## src/rtl/bit_select.sv

```systemverilog
// -----------------------------------------------------------------------------
// bit_select
//   Select unit: given a DATA_WIDTH-bit vector and a 0-based rank k, returns the
//   bit index of the (k+1)-th set bit counting from the LSB. It is the inverse of
//   the popcount path and works on the same wide words. One CHUNK_WIDTH slice is
//   popcounted per cycle. Once the chunk holding the target bit is known, one
//   further cycle locates the bit inside that chunk.
//
//   Ports
//     clk        clock, all logic on posedge
//     rst        synchronous reset, active-high; aborts any request in flight
//     in_valid   request valid
//     in_ready   request accepted when in_valid && in_ready (IDLE only)
//     in_vec     vector to search (captured on accept)
//     in_rank    0-based rank k (captured on accept)
//     out_valid  result valid, held until out_ready
//     out_ready  result consumed when out_valid && out_ready
//     out_found  1 when k < popcount(in_vec)
//     out_index  index of the selected bit, 0 when out_found = 0
// -----------------------------------------------------------------------------
module bit_select #(
  parameter  int DATA_WIDTH  = 1024,
  parameter  int CHUNK_WIDTH = 64,
  localparam int IDX_W       = $clog2(DATA_WIDTH),
  localparam int RANK_W      = IDX_W + 1
) (
  input  logic                  clk,
  input  logic                  rst,
  input  logic                  in_valid,
  output logic                  in_ready,
  input  logic [DATA_WIDTH-1:0] in_vec,
  input  logic [RANK_W-1:0]     in_rank,
  output logic                  out_valid,
  input  logic                  out_ready,
  output logic                  out_found,
  output logic [IDX_W-1:0]      out_index
);

  localparam int NUM_CHUNKS  = DATA_WIDTH / CHUNK_WIDTH;
  localparam int CHUNK_IDX_W = (NUM_CHUNKS > 1) ? $clog2(NUM_CHUNKS) : 1;
  localparam int CNT_W       = $clog2(CHUNK_WIDTH + 1);
  localparam int POS_W       = (CHUNK_WIDTH > 1) ? $clog2(CHUNK_WIDTH) : 1;

  typedef enum logic [1:0] {
    IDLE,
    SCAN,
    LOCATE,
    DONE
  } state_t;

  state_t                  state_q, state_d;
  logic [DATA_WIDTH-1:0]   vec_q;
  logic [RANK_W-1:0]       rem_q;     // rank still to skip, relative to chunk_q
  logic [CHUNK_IDX_W-1:0]  chunk_q;
  logic                    found_q;
  logic [IDX_W-1:0]        index_q;

  logic [CHUNK_WIDTH-1:0]  chunk_bits;
  logic [CNT_W-1:0]        chunk_cnt;
  logic                    hit;
  logic                    last_chunk;

  logic [CNT_W-1:0]        loc_seen;
  logic [POS_W-1:0]        loc_pos;
  logic                    loc_done;
  logic [IDX_W-1:0]        loc_index;

  assign chunk_bits = vec_q[chunk_q*CHUNK_WIDTH +: CHUNK_WIDTH];

  // Popcount of the current chunk.
  // NOTE: combinational accumulators use blocking '=' so each loop iteration
  // sees the previous partial sum; registers below use non-blocking '<='.
  always_comb begin
    chunk_cnt = '0;
    for (int i = 0; i < CHUNK_WIDTH; i++) begin
      chunk_cnt = chunk_cnt + CNT_W'(chunk_bits[i]);
    end
  end

  // The target lies in this chunk when fewer than chunk_cnt ranks remain.
  assign hit        = rem_q < RANK_W'(chunk_cnt);
  assign last_chunk = chunk_q == CHUNK_IDX_W'(NUM_CHUNKS - 1);

  // Position of the (rem+1)-th set bit inside the chunk. Only meaningful in
  // LOCATE, where rem_q < chunk_cnt <= CHUNK_WIDTH, so its low CNT_W bits
  // hold the full value.
  always_comb begin
    loc_seen = '0;
    loc_pos  = '0;
    loc_done = 1'b0;
    for (int i = 0; i < CHUNK_WIDTH; i++) begin
      if (chunk_bits[i]) begin
        if (!loc_done && (loc_seen == rem_q[CNT_W-1:0])) begin
          loc_pos  = POS_W'(i);
          loc_done = 1'b1;
        end
        loc_seen = loc_seen + CNT_W'(1);
      end
    end
  end

  assign loc_index = IDX_W'(chunk_q * CHUNK_WIDTH) + IDX_W'(loc_pos);

  // Next-state logic.
  // NOTE: every signal written here gets a default first, so no path can
  // leave it unassigned and infer a latch.
  always_comb begin
    state_d = state_q;
    case (state_q)
      IDLE:    if (in_valid) state_d = SCAN;
      SCAN: begin
        if (hit)             state_d = LOCATE;
        else if (last_chunk) state_d = DONE;
      end
      LOCATE:  state_d = DONE;
      DONE:    if (out_ready) state_d = IDLE;
      default: state_d = IDLE;
    endcase
  end

  // State and datapath registers.
  // NOTE: vec_q is a plain register, not a memory array, so clearing it on
  // reset is cheap and keeps a stale query from surviving an abort.
  always_ff @(posedge clk) begin
    if (rst) begin
      state_q <= IDLE;
      vec_q   <= '0;
      rem_q   <= '0;
      chunk_q <= '0;
      found_q <= 1'b0;
      index_q <= '0;
    end else begin
      state_q <= state_d;
      case (state_q)
        IDLE: begin
          if (in_valid) begin
            vec_q   <= in_vec;
            rem_q   <= in_rank;
            chunk_q <= '0;
            found_q <= 1'b0;
            index_q <= '0;
          end
        end
        SCAN: begin
          if (!hit) begin
            if (last_chunk) begin
              // Rank exceeds popcount: the miss is reported only after all chunks are scanned.
              found_q <= 1'b0;
              index_q <= '0;
            end else begin
              rem_q   <= rem_q - RANK_W'(chunk_cnt);
              chunk_q <= chunk_q + CHUNK_IDX_W'(1);
            end
          end
        end
        LOCATE: begin
          found_q <= 1'b1;
          index_q <= loc_index;
        end
        default: ;
      endcase
    end
  end

  // in_ready depends on state and rst only, never on in_valid.
  assign in_ready  = (state_q == IDLE) && !rst;
  assign out_valid = (state_q == DONE);
  assign out_found = found_q;
  assign out_index = index_q;

endmodule

```

## config.mk

```make
export PLATFORM = sky130hd
export DESIGN_NAME = bit_select
export DESIGN_NICKNAME = d
export VERILOG_FILES = /design/src/rtl/bit_select.sv
export SDC_FILE = /design/constraint.sdc
export NUM_CORES = 2
export LEC_CHECK = 0
export ABC_AREA = 1
export CAP_MARGIN = 10
export CORE_UTILIZATION = 36
export CTS_BUF_LIST = sky130_fd_sc_hd__clkbuf_4
export DETAILED_ROUTE_END_ITERATION = 10
export PLACE_DENSITY = 0.67
export SYNTH_ARGS = -nofsm -noshare
export SYNTH_HDL_FRONTEND = slang
export SYNTH_SLANG_ARGS = --single-unit
```

## constraint.sdc

```tcl
create_clock -name clk -period 40.7 [get_ports clk]
set_input_delay 8.14 -clock clk [delete_from_list [all_inputs] [get_ports clk]]
set_output_delay 8.14 -clock clk [all_outputs]
set_load 0.1 [all_outputs]
```

==> results.md <==
- Status: finished, final reports clean
- #FFs+latches synth: 1052
- Rel. slew slack: 0.141
- Pre-antenna DRT Iters: 9
- Max H-tree Level: 5
- Crit Path Category: reg2reg
- Initial DRC count: 7036
- CP arrival: 35.74 ns
- Synth async-reset ratio: 0
- Leading area contributor after synthesis: dfxtp_1
- Port bufs: 1051
- Final min period: 34.53 ns
- Total die area: 191000 um2
- Mapped cell area: 68000 um2
- Via/cell ratio: 5.36
- Antenna violations before repair: 63
- Tightest Pin Transition: 1.28 ns
- Fillers: 19500
- Number of synthesized flops with an enable pin: 0
- Largest net degree at the start of global routing: 229
- Clock Sinks: 1052
- Die W: 437 um
- Slew Limit Fails: 0
- CTS Root Cell: clkbuf_4
- WL final: 304000 um
- RSZ-0062 raised after global routing: no
- Critical Path Fanout Max: 116
- Wire length per cell: 22.7 um
- Synthesized instance count: 9833
- Starting Density: 0.362
- Yosys Warn Count: 0
- Number of global-route vias before repair: 68000
- Net Count, Synth: 11000
- Setup Buffers After CTS: 0
- Post-route ant nets: 0
- Hold Path Class: reg2reg
- Post-synth top cells: 2518 x nor2_1, 1371 x o21ai_0, 1052 x dfxtp_1
- Setup TNS: 0 ns
- Clock skew: 0.101 ns
- Worst path slowest cell: dfxtp_4
- Most common cell in the synthesized netlist: nor2_1
- Layout cells sized above 1: 0.153
- Hold Buf Count CTS: 0
- Row count: 159
- Global Route Usage Sum: 0.305
- Mapped Avg Cell Area: 6.92 um2
- Worst path most repeated cell: nand2_1
- Max clock buf depth: 4
- Post-DP Area: 79100 um2
- Max Cap Viol: 0
- Area grow syn2layout: 21.7%
- Hold Violations, Final: 0
- # nets final: 11900
- Design area: 82800 um2
- Final period util: 0.848
- Clock input transition at the sequential cells of the worst setup and hold paths: 0.08 ns
- Worst path required time: 41.91 ns
- Worst skew pair latency: 1.36 ns
- Startpoint Class: register
- Area contributors post-synth: dfxtp_1 31%, nor2_1 14%, o21ai_0 10%
- DR vias: 71800
- CTS resizes: 0
- CTS tree: built
- Max Freq: 29.0 MHz
- Primary FF master, synth: dfxtp_1
- Count of different cell masters after synthesis: 82
- Core area: 188000 um2
- Top cell type's share of synthesized area: 0.310
- First-pass GRT wire length: 438000 um
- Congestion Overflow GR: 0
- Crit-path max cell delay: 0.54 ns
- Die Height: 437 um
- Final GP Congestion: 0.994
- Ports: 1052
- Setup crit end kind: register
- Sequential area share after synthesis: 0.310
- DRC Markers: 0
- # setup viols final: 0
- DP HPWL: 232000 um
- Total CTS buffers: 302
[per-layer routing]
layer	share of wire	up-vias	track usage
li1	-	34100	-
met1	0.40	33800	0.377
met2	0.45	3026	0.483
met3	0.077	720	0.0605
met4	0.068	32	0.196
met5	0.00071	-	0
[layout by cell type (no fill, tap or decap), types with 13 or more instances in the layout]
| cell | n |
|---|---|
| xor2_1 | 255 |
| o221ai_1 | 46 |
| nand2_4 | 239 |
| o21ai_1 | 32 |
| a211oi_1 | 13 |
| a221oi_1 | 73 |
| inv_2 | 50 |
| dfxtp_1 | 1047 |
| diode_2 | 40 |
| nor4_1 | 40 |
| inv_1 | 495 |
| nor2_1 | 2518 |
| clkinv_1 | 43 |
| nand3_1 | 486 |
| fa_1 | 55 |
| nand2_1 | 1026 |
| nand3_2 | 259 |
| nor2_4 | 14 |
| nor3_1 | 50 |
| nand3b_1 | 35 |
| clkdlybuf4s50_1 | 1051 |
| clkbuf_4 | 430 |
| o211ai_1 | 14 |
| o21ai_0 | 1370 |
| nand2_2 | 372 |
| a2111oi_0 | 13 |
| a21oi_1 | 218 |
| nor2_2 | 74 |
| o21ai_2 | 19 |
| o22ai_1 | 80 |
| buf_4 | 76 |
| nand4_1 | 87 |
| a21oi_2 | 28 |
| nand3_4 | 35 |
| ha_1 | 88 |
[path summary, 6_finish.rpt]
path                   to  cells past startpoint        from  slack [ns]
max reg2reg  out_index[5]                    205  chunk_q[0]        6.17
min            vec_q[450]                      2  vec_q[450]        0.46
max          out_index[5]                    205  chunk_q[0]        6.17
min reg2reg    vec_q[450]                      2  vec_q[450]        0.46
[cell families (layout without fill, tap and decap cells)]
group,after synthesis,in the layout,share of synthesized area
other cells,0,40,0
compound gates,1950,1950,0.159
flops,1052,1052,0.310
buf+inv,1155,2179,0.0803
xor+xnor,265,265,0.0342
fa+ha+maj,143,143,0.0324
simple gates,5267,5267,0.384
mux,1,1,0.000147
[worst max-delay path: cells and delay by family, from the launching register on]
family	cells	cell delay [ns]
adder cells (fa/ha/maj)	60	17.25
AND/OR/NAND/NOR	123	12.57
XOR/XNOR	1	0.16
flip-flops	1	0.54
multiplexers	1	0.16
buffers and inverters	12	1.57
AO/OA/AOI/OAI	8	2.07
[area by class of cell]
class                   count  area (um2)  share of cell area
flip-flops and latches   1052       21100               0.255
multi-input cells        7626       41500               0.501
repair buffers           1135       11300               0.136
diodes                     40         100             0.00121
clock buffers             430        3230              0.0390
well taps                2495        3120              0.0377
inverters                 564        2170              0.0262
clock inverters            50         325             0.00393
[sequential cells by signal, summed over array words and instances, names as in the netlist]
register and flops:
vec_q 1024, rem_q 11, out_index 10, chunk_q 4
state_q 2, out_found 1
[through the flow]
step | hold WS, ns | setup slack, ns | utilization | instances
2_1_floorplan | 0.424 | 7.12 | - | 9833
3_3_place_gp | 0.439 | 6.45 | 0.421 | 12900
3_5_place_dp | 0.448 | 6.18 | 0.421 | 12900
4_1_cts | 0.456 | 6.10 | 0.440 | 13400
5_1_grt | 0.481 | 3.79 | 0.441 | 13400
6_report | 0.458 | 6.17 | 0.441 | 13400
Power is not shown: default switching activity piles up to over one toggle a cycle in this logic, so the estimate is an artifact.
